$ cat src/rtl/cordic_vectoring_if.sv
`default_nettype none
// ============================================================================
// Module   : cordic_vectoring_if
// Brief    : Custom-instruction handshake and data bus for cordic_vectoring.
//            The master side issues start/operands; the slave side returns
//            the angle, magnitude and a one-cycle done pulse.
// Revision : 1.0  initial release
// ============================================================================
interface cordic_vectoring_if #(
  parameter int DATA_WIDTH = 22
);
  logic                  clk_en;
  logic                  start;
  logic [DATA_WIDTH-1:0] dataa;
  logic [DATA_WIDTH-1:0] datab;
  logic [31:0]           result;
  logic [DATA_WIDTH-1:0] mag;
  logic                  done;

  modport master (
    output clk_en, start, dataa, datab,
    input  result, mag, done
  );

  modport slave (
    input  clk_en, start, dataa, datab,
    output result, mag, done
  );
endinterface
`default_nettype wire

$ cat src/rtl/cordic_vectoring.sv
`default_nettype none
// ============================================================================
// Module   : cordic_vectoring
// Brief    : Iterative vectoring-mode CORDIC. Drives y to zero and returns
//            atan2(y, x) (signed Q3.20, sign-extended to 32 bits) and the
//            vector magnitude (Q2.20). Start/done multicycle handshake.
//            Optional macro CORDIC_VEC_GAIN_COMP_EN scales the magnitude by
//            1/K so it equals the true magnitude; otherwise the raw x (K*|v|)
//            is returned and no multiplier is built.
// Revision : 1.0  initial release
// ============================================================================
module cordic_vectoring #(
  parameter int INTEGER_WIDTH        = 2,
  parameter int DECIMAL_WIDTH        = 20,
  parameter int DATA_WIDTH           = INTEGER_WIDTH + DECIMAL_WIDTH,
  parameter int ITERATIONS           = 16,
  parameter int CORDIC_COUNTER_WIDTH = 4
) (
  input wire logic          clk,
  input wire logic          reset,
  cordic_vectoring_if.slave bus
);
  // x/y carry one guard bit for the CORDIC gain; z is Q3.20 to reach +/-pi.
  localparam int XY_WIDTH = DATA_WIDTH + 1;
  localparam int Z_WIDTH  = INTEGER_WIDTH + DECIMAL_WIDTH + 1;
  localparam logic [CORDIC_COUNTER_WIDTH-1:0] LAST_COUNT =
    CORDIC_COUNTER_WIDTH'(ITERATIONS - 1);

  localparam logic signed [Z_WIDTH-1:0] HALF_PI = Z_WIDTH'(1647099);

  // atan(2^-i) in Q2.20, shared with the rotation stages.
  localparam logic signed [Z_WIDTH-1:0] ATAN_LUT [16] = '{
    Z_WIDTH'(823550), Z_WIDTH'(486171), Z_WIDTH'(256879), Z_WIDTH'(130396),
    Z_WIDTH'(65451),  Z_WIDTH'(32757),  Z_WIDTH'(16383),  Z_WIDTH'(8192),
    Z_WIDTH'(4096),   Z_WIDTH'(2048),   Z_WIDTH'(1024),   Z_WIDTH'(512),
    Z_WIDTH'(256),    Z_WIDTH'(128),    Z_WIDTH'(64),     Z_WIDTH'(32)
  };

  typedef enum logic [1:0] {
    IDLE   = 2'd0,
    PREROT = 2'd1,
    ITER   = 2'd2,
    DONE   = 2'd3
  } state_t;

  state_t                          state;
  state_t                          state_next;
  logic signed [XY_WIDTH-1:0]      x;
  logic signed [XY_WIDTH-1:0]      y;
  logic signed [Z_WIDTH-1:0]       z;
  logic [CORDIC_COUNTER_WIDTH-1:0] count;
  logic                            zero;
  logic [31:0]                     result_q;
  logic [DATA_WIDTH-1:0]           mag_q;
  logic                            done_q;

  logic signed [XY_WIDTH-1:0]      x_shift;
  logic signed [XY_WIDTH-1:0]      y_shift;
  logic [DATA_WIDTH-1:0]           mag_final;

  assign x_shift = x >>> count;
  assign y_shift = y >>> count;

`ifdef CORDIC_VEC_GAIN_COMP_EN
  // 1/K = 0.607253 as Q0.20; product is Q*.40, keep the Q2.20 slice.
  localparam logic signed [Z_WIDTH-1:0] INV_GAIN = Z_WIDTH'(32'h09B74E);
  logic signed [XY_WIDTH+Z_WIDTH-1:0] mag_product;
  assign mag_product = x * INV_GAIN;
  assign mag_final   = mag_product[DECIMAL_WIDTH +: DATA_WIDTH];
`else
  assign mag_final = x[DATA_WIDTH-1:0];
`endif

  assign bus.result = result_q;
  assign bus.mag    = mag_q;
  assign bus.done   = done_q;

  // State register; frozen while clk_en is low.
  always_ff @(posedge clk or posedge reset) begin
    if (reset) begin
      state <= IDLE;
    end else if (bus.clk_en) begin
      state <= state_next;
    end
  end

  // Next-state logic: fixed-length walk IDLE -> PREROT -> ITER* -> DONE.
  always_comb begin
    state_next = state;
    case (state)
      IDLE:    if (bus.start) state_next = PREROT;
      PREROT:  state_next = ITER;
      ITER:    if (count == LAST_COUNT) state_next = DONE;
      DONE:    state_next = IDLE;
      default: state_next = IDLE;
    endcase
  end

  // Datapath, counter and output registers. done is a pulse, so it drops
  // back to 0 even on a frozen cycle rather than stretching.
  always_ff @(posedge clk or posedge reset) begin
    if (reset) begin
      x        <= '0;
      y        <= '0;
      z        <= '0;
      count    <= '0;
      zero     <= 1'b0;
      result_q <= '0;
      mag_q    <= '0;
      done_q   <= 1'b0;
    end else begin
      done_q <= 1'b0;
      if (bus.clk_en) begin
        case (state)
          IDLE: begin
            if (bus.start) begin
              x <= {bus.dataa[DATA_WIDTH-1], bus.dataa};
              y <= {bus.datab[DATA_WIDTH-1], bus.datab};
            end
          end
          PREROT: begin
            // Fold the left half-plane into the right so iterations converge.
            if (x < 0 && y >= 0) begin
              x <= y;
              y <= -x;
              z <= HALF_PI;
            end else if (x < 0) begin
              x <= -y;
              y <= x;
              z <= -HALF_PI;
            end else begin
              z <= '0;
            end
            zero  <= (x == '0) && (y == '0);
            count <= '0;
          end
          ITER: begin
            if (y >= 0) begin
              x <= x + y_shift;
              y <= y - x_shift;
              z <= z + ATAN_LUT[count];
            end else begin
              x <= x - y_shift;
              y <= y + x_shift;
              z <= z - ATAN_LUT[count];
            end
            count <= count + 1'b1;
          end
          DONE: begin
            if (zero) begin
              result_q <= '0;
              mag_q    <= '0;
            end else begin
              result_q <= {{(32-Z_WIDTH){z[Z_WIDTH-1]}}, z};
              mag_q    <= mag_final;
            end
            done_q <= 1'b1;
          end
          default: ;
        endcase
      end
    end
  end
endmodule
`default_nettype wire
$ cat src/flat_wrapper.sv
// flat-port wrapper written by rule: the top's interface ports become plain ports
module cordic_vectoring_flat 
#(
  parameter int INTEGER_WIDTH        = 2,
  parameter int DECIMAL_WIDTH        = 20,
  parameter int DATA_WIDTH           = INTEGER_WIDTH + DECIMAL_WIDTH,
  parameter int ITERATIONS           = 16,
  parameter int CORDIC_COUNTER_WIDTH = 4
)
  (clk, reset, bus_clk_en, bus_start, bus_dataa, bus_datab, bus_result, bus_mag, bus_done);
  cordic_vectoring_if #(.DATA_WIDTH(DATA_WIDTH)) bus_i ();
  input wire logic clk;
  input wire logic reset;
  input wire logic [$bits(bus_i.clk_en)-1:0] bus_clk_en;
  input wire logic [$bits(bus_i.start)-1:0] bus_start;
  input wire logic [$bits(bus_i.dataa)-1:0] bus_dataa;
  input wire logic [$bits(bus_i.datab)-1:0] bus_datab;
  output wire logic [$bits(bus_i.result)-1:0] bus_result;
  output wire logic [$bits(bus_i.mag)-1:0] bus_mag;
  output wire logic [$bits(bus_i.done)-1:0] bus_done;
  assign bus_i.clk_en = bus_clk_en;
  assign bus_i.start = bus_start;
  assign bus_i.dataa = bus_dataa;
  assign bus_i.datab = bus_datab;
  assign bus_result = bus_i.result;
  assign bus_mag = bus_i.mag;
  assign bus_done = bus_i.done;
  cordic_vectoring #(.INTEGER_WIDTH(INTEGER_WIDTH), .DECIMAL_WIDTH(DECIMAL_WIDTH), .DATA_WIDTH(DATA_WIDTH), .ITERATIONS(ITERATIONS), .CORDIC_COUNTER_WIDTH(CORDIC_COUNTER_WIDTH)) u_core (.clk(clk), .reset(reset), .bus(bus_i));
endmodule
$ cat config.mk
export PLATFORM = sky130hd
export DESIGN_NAME = cordic_vectoring_flat
export DESIGN_NICKNAME = d
export VERILOG_FILES = /design/src/rtl/cordic_vectoring_if.sv /design/src/rtl/cordic_vectoring.sv /design/src/flat_wrapper.sv
export SDC_FILE = /design/constraint.sdc
export NUM_CORES = 1
export LEC_CHECK = 0
export ABC_AREA = 0
export BUFFER_PORTS_ARGS = -buffer_cell sky130_fd_sc_hd__buf_2
export CAP_MARGIN = 20
export CORE_MARGIN = 2
export CORE_UTILIZATION = 60
export DETAILED_ROUTE_END_ITERATION = 10
export MAX_ROUTING_LAYER = met4
export PLACE_DENSITY = 0.76
export SLEW_MARGIN = 20
export SYNTH_ARGS = -nofsm -noshare
export SYNTH_HDL_FRONTEND = slang
export SYNTH_SLANG_ARGS = --single-unit
$ cat constraint.sdc
create_clock -name clk -period 6 [get_ports clk]
set_input_delay 1.2 -clock clk [delete_from_list [all_inputs] [get_ports clk]]
set_output_delay 1.2 -clock clk [all_outputs]
set_load 0.01 [all_outputs]
==> results of run 1 <==
state kept, by name, summed over array words and instances, names as in the netlist:
| name | count |
|---|---|
| u_core.bus.mag | 22 |
| u_core.bus.result | 23 |
| u_core.zero | 1 |
| u_core.z | 23 |
| u_core.state | 2 |
| u_core.bus.done | 1 |
| u_core.x | 23 |
| u_core.y | 23 |
| u_core.count | 4 |
worst paths after layout:
path                       cells after the start                    end                   from
max                                           23           u_core.x[22]        u_core.count[1]
min                                            2  u_core.bus.result[10]  u_core.bus.result[10]
max reg2reg                                   23           u_core.x[22]        u_core.count[1]
min reg2reg                                    2  u_core.bus.result[10]  u_core.bus.result[10]
max in group asynchronous                      3        u_core.count[2]                  reset
min in group asynchronous                      2        u_core.bus.done                  reset
worst max-delay path: stages, from the launching register on:
cell,delay [ps]
dfrtp_2,590
buf_12,260
mux2i_1,270
o22ai_1,140
a221oi_1,540
o21ai_0,210
inv_1,110
ha_1,190
inv_1,80
o32a_1,340
o31ai_1,120
o211ai_1,250
o21ai_0,260
xor2_1,100
ha_1,420
o211ai_1,160
a21oi_1,180
nor2b_1,80
a21o_1,190
o31a_1,340
o21ai_0,230
xor2_1,220
o21ai_0,100
a21o_1,210
per-layer routing:
metal  part of all wire (%)  global-route usage [%]  up-vias
met1                     39                    54.8     6982
met3                     12                    9.20      199
met4                    5.0                    18.7        0
met2                     44                    65.8      969
li1                       -                       -     6639
met5                      0                       -        -
cells by family after synthesis:
family | share of synthesized area (%)
AO/OA/AOI/OAI | 25.4
AND/OR/NAND/NOR | 19.0
buffers and inverters | 6.14
XOR/XNOR | 8.61
flip-flops | 21.4
multiplexers | 11.0
adder cells (fa/ha/maj) | 8.42
cell usage in the layout, fill, tap and decap left out, types with 26 or more instances in the layout:
cell / Yosys / final
dfrtp_1: 122 / 116
a21oi_1: 134 / 134
mux2i_1: 36 / 36
buf_2: 12 / 102
nand2b_1: 68 / 68
xnor2_1: 83 / 83
xor2_1: 57 / 57
buf_4: 17 / 70
nand3_1: 28 / 28
o21ai_0: 194 / 194
nor2_1: 138 / 138
mux2_2: 33 / 33
o31ai_1: 39 / 39
a221oi_1: 29 / 29
nand2_1: 212 / 211
a21o_1: 26 / 26
inv_1: 48 / 47
ha_1: 91 / 88
per-stage QoR:
| stage | util, % | setup WS (ps) |
|---|---|---|
| after floorplan | - | 731 |
| after global placement | 64.4 | 437 |
| after detailed placement | 64.4 | 390 |
| after CTS | 67.1 | 330 |
| after global routing | 67.1 | -12.2 |
| final | 67.1 | 297 |
layout make-up:
cell class	instances	area, um^2
fill	2036	7690
inverter	52	198
multi-input combinational	1486	10300
clock inverter	12	188
tap	319	399
sequential	122	3070
clock buffer	20	447
timing repair buffer	174	1080
repair_timing:
action,CTS,global route
resized for setup,0,2
hold buffers,0,0
endpoints found under the setup margin,0,3
setup buffers,0,0
==> results.cfg, run 1 <==
[floorplanning]
initial_utilization_pct = 60.9
chipWidth_um = 158
die-area_um2 = 25000
row_count = 56
core_area_um2 = 23400
die_h_um = 158
ioPinCount = 103

[drt]
vias = 14789
wl_per_cell_um = 23.6
drc = 0
drt-pass1-iter-count = 7
drt_iter0_drc = 1647
finalWirelength_um = 51600
vias_per_cell = 6.77
drtAntennaViolNets = 0

[synthesis]
ys_seq_area_share_pct = 21.4
synth_fp_nets = 1951
synthTopCellsByArea = dfrtp_1 (21%), ha_1 (8.0%), o21ai_0 (6.8%), nand2_1 (5.6%), xnor2_1 (5.1%)
async_flop_share_pct = 100
syn_area_per_cell_um2 = 7.87
syn_area_um2 = 14200
yosysUniqueCellTypes = 88
synth_edf_count = 0
synth_top_cell_area_share_pct = 21.4
synth.largest_area_cell = dfrtp_1
syn_inst = 1809
synth_ff_type = dfrtp_1
synth-seq-cells = 122
yosys-top-cells-count = nand2_1 (212), o21ai_0 (194), nor2_1 (138), a21oi_1 (134), dfrtp_1 (122)
synthMostInstantiatedCell = nand2_1
synth_warnings = 0

[cells_and_area]
final_cells = 2185
design_area_um2 = 15700
num_antenna_cells = 0
nNetsFinal = 1995
drive_gt1_share_pct = 16.3
syn_to_final_growth_pct = 10.3

[critical_path]
worstPathArrival_ps = 6020
critPathLaunchType = register
endpoint_kind = register
cp.required_ps = 6320
crit_path_max_fanout = 29
critPathKind = reg2reg
rrSetupSlack_ps = 300

[global_route]
grt_overflow = 0
grt_pass1_vias = 13897
grt_pass1_wl_um = 79500
grt_max_degree = 92
antenna_found_initial = 0
track_usage_pct = 43.0

[placement]
io_buffers = 102
place_inst = 2153
dp.final_hpwl_um = 37800
dpl_cell_area_um2 = 15100
gp_congestion = 1.07

[timing]
drv_slew = 0
worst_slew_pin_slew_ps = 973
fin_crit_ps = 5700
slew_headroom_pct = 34.9
max_freq_mhz = 175
tns_ps = 0
fin_crit_sh_pct = 95.0
hold_slack_ps = 471
skew_ps = 17.3
hold_viol_final = 0
rsz0062_at_grt = yes
setup_viol_count_final = 0

[job]
drv_cap = 0

[cts]
cts_htree_levels = 4
clock-sinks = 122
clk_latency_ps = 440
cts-buffers-inserted = 17
clock-root-buffer = clkbuf_16
clk_pin_slew_ps = 60
cts_max_path_buffers = 2
cts_tree = yes

[min_path]
hold_class = reg2reg

[status]
status = completed
Power of run 1 is not shown: default switching activity piles up to over one toggle a cycle in this logic, so the estimate is an artifact.
==> run 2: changes to the inputs <==
--- a/config.mk
+++ b/config.mk
@@ -10,6 +10,7 @@
 export CAP_MARGIN = 20
 export CORE_MARGIN = 2
 export CORE_UTILIZATION = 60
+export CTS_BUF_LIST = sky130_fd_sc_hd__clkbuf_2 sky130_fd_sc_hd__clkbuf_4 sky130_fd_sc_hd__clkbuf_8
 export DETAILED_ROUTE_END_ITERATION = 10
 export MAX_ROUTING_LAYER = met4
 export PLACE_DENSITY = 0.76
==> results.cfg, run 2 (synthesis results as in run 1) <==
[status]
status = completed

[drt]
vias = 14712
wl_per_cell_um = 23.4
drt-pass1-iter-count = 7
drc = 0
finalWirelength_um = 51200
vias_per_cell = 6.73
drt_iter0_drc = 1692
drtAntennaViolNets = 0

[floorplanning]
core_area_um2 = 23400
chipWidth_um = 158
die_h_um = 158
die-area_um2 = 25000
initial_utilization_pct = 60.9
row_count = 56
ioPinCount = 103

[min_path]
hold_class = reg2reg
hold_depth = 2
min_to = u_core.bus.result[10]
min_from = u_core.bus.result[10]

[critical_path]
critPathLaunchType = register
crit_path_max_fanout = 29
crit_buf_inv = 2
cp_cell_sequence = buf_12 -> mux4_1 -> a221o_1 -> nor4_1 -> buf_4 -> o21ai_0 -> nor4b_2 -> a21oi_1 -> xor2_1 -> ha_1 -> and3_1 -> a221o_1 -> a31oi_1 -> o21ai_0 -> a21oi_1 -> o21bai_1 -> a41oi_1 -> xor2_1 -> o21ai_0
cp.required_ps = 6350
max_stage_delay_ps = 630
critPathKind = reg2reg
endpoint_kind = register
timing.critical_path.mode_cell = o21ai_0
rrSetupSlack_ps = 370
reg2regPathDepth = 19
rr_endpoint = u_core.x[21]
crit_family = compound AO/OA/AOI/OAI gates
timing.rr.start = u_core.count[1]
worstPathArrival_ps = 5980
worst_path_max_delay_cell = mux4_1

[global_route]
grt_pass1_wl_um = 79000
antenna_found_initial = 2
grt_max_degree = 92
grt_overflow = 0
grt_pass1_vias = 13816
track_usage_pct = 42.7

[timing]
worst_slew_pin_slew_ps = 1010
rsz0062_at_grt = yes
drv_slew = 0
setup_viol_count_final = 0
hold_viol_final = 0
max_freq_mhz = 178
hold_slack_ps = 475
fin_crit_ps = 5630
fin_crit_sh_pct = 93.9
slew_headroom_pct = 32.1
tns_ps = 0
skew_ps = 28.1

[cells_and_area]
layout_common_cells = nand2_1 (211), o21ai_0 (194), nor2_1 (138), a21oi_1 (134), dfrtp_1 (116)
drive_gt1_share_pct = 16.5
fillers = 2066
nNetsFinal = 1995
final_common_cell = nand2_1
syn_to_final_growth_pct = 9.08

[cts]
clock-root-buffer = clkbuf_8
clk_latency_ps = 490
cts_htree_levels = 4
hold_buffers = 0
cts_max_path_buffers = 2
clk_pin_slew_ps = 90
postCtsResizedCells = 0
cts_tree = yes
cts_setup_buffers = 0
cts-buffers-inserted = 17
clock-sinks = 122

[placement]
gp_congestion = 1.07
dp.final_hpwl_um = 37800
io_buffers = 102

[job]
drv_cap = 0
[run 2: cell type report]
cell class	instances	area [um^2]	share of cell area [%]
Tap cell	319	399	2.57
Antenna cell	1	2.50	0.0161
Multi-Input combinational cell	1486	10300	66.6
Timing Repair Buffer	174	1080	6.93
Inverter	52	198	1.27
Sequential cell	122	3070	19.7
Clock inverter	12	188	1.21
Clock buffer	20	263	1.69
[run 2: how the worst max path moves through the flow]
stage,from,to,cells after the start
floorplan,u_core.count[0],u_core.z[20],23
global placement,u_core.count[2],u_core.x[21],19
detailed placement,u_core.count[2],u_core.x[21],19
CTS,u_core.count[2],u_core.x[21],19
global route,u_core.count[1],u_core.x[21],19
finish,u_core.count[1],u_core.x[21],19
[run 2: per-stage QoR]
stage | cell area [um^2] | setup slack, ps | util (%) | instances
floorplan | 14200 | 731 | - | 1809
global placement | 15100 | 437 | 64.4 | 2153
detailed placement | 15100 | 390 | 64.4 | 2153
CTS | 15500 | 345 | 66.3 | 2185
global route | 15500 | -7.92 | 66.4 | 2186
finish | 15500 | 368 | 66.4 | 2186
[run 2: tightest hold or removal path, delay by kind of cell, from the launching register on]
| family | cells | cell delay, ps |
|---|---|---|
| AND/OR/NAND/NOR | 1 | 40 |
| flip-flops | 1 | 340 |
| AO/OA/AOI/OAI | 1 | 60 |
[run 2: metal layers]
| layer | up-vias | global-route usage [%] | routed length (um) |
|---|---|---|---|
| li1 | 6646 | - | - |
| met1 | 6924 | 54.4 | 20200 |
| met2 | 955 | 65.2 | 22500 |
| met3 | 187 | 9.66 | 5880 |
| met4 | 0 | 18.6 | 2580 |
| met5 | - | - | 0 |
Power of run 2 is left out for the same reason.
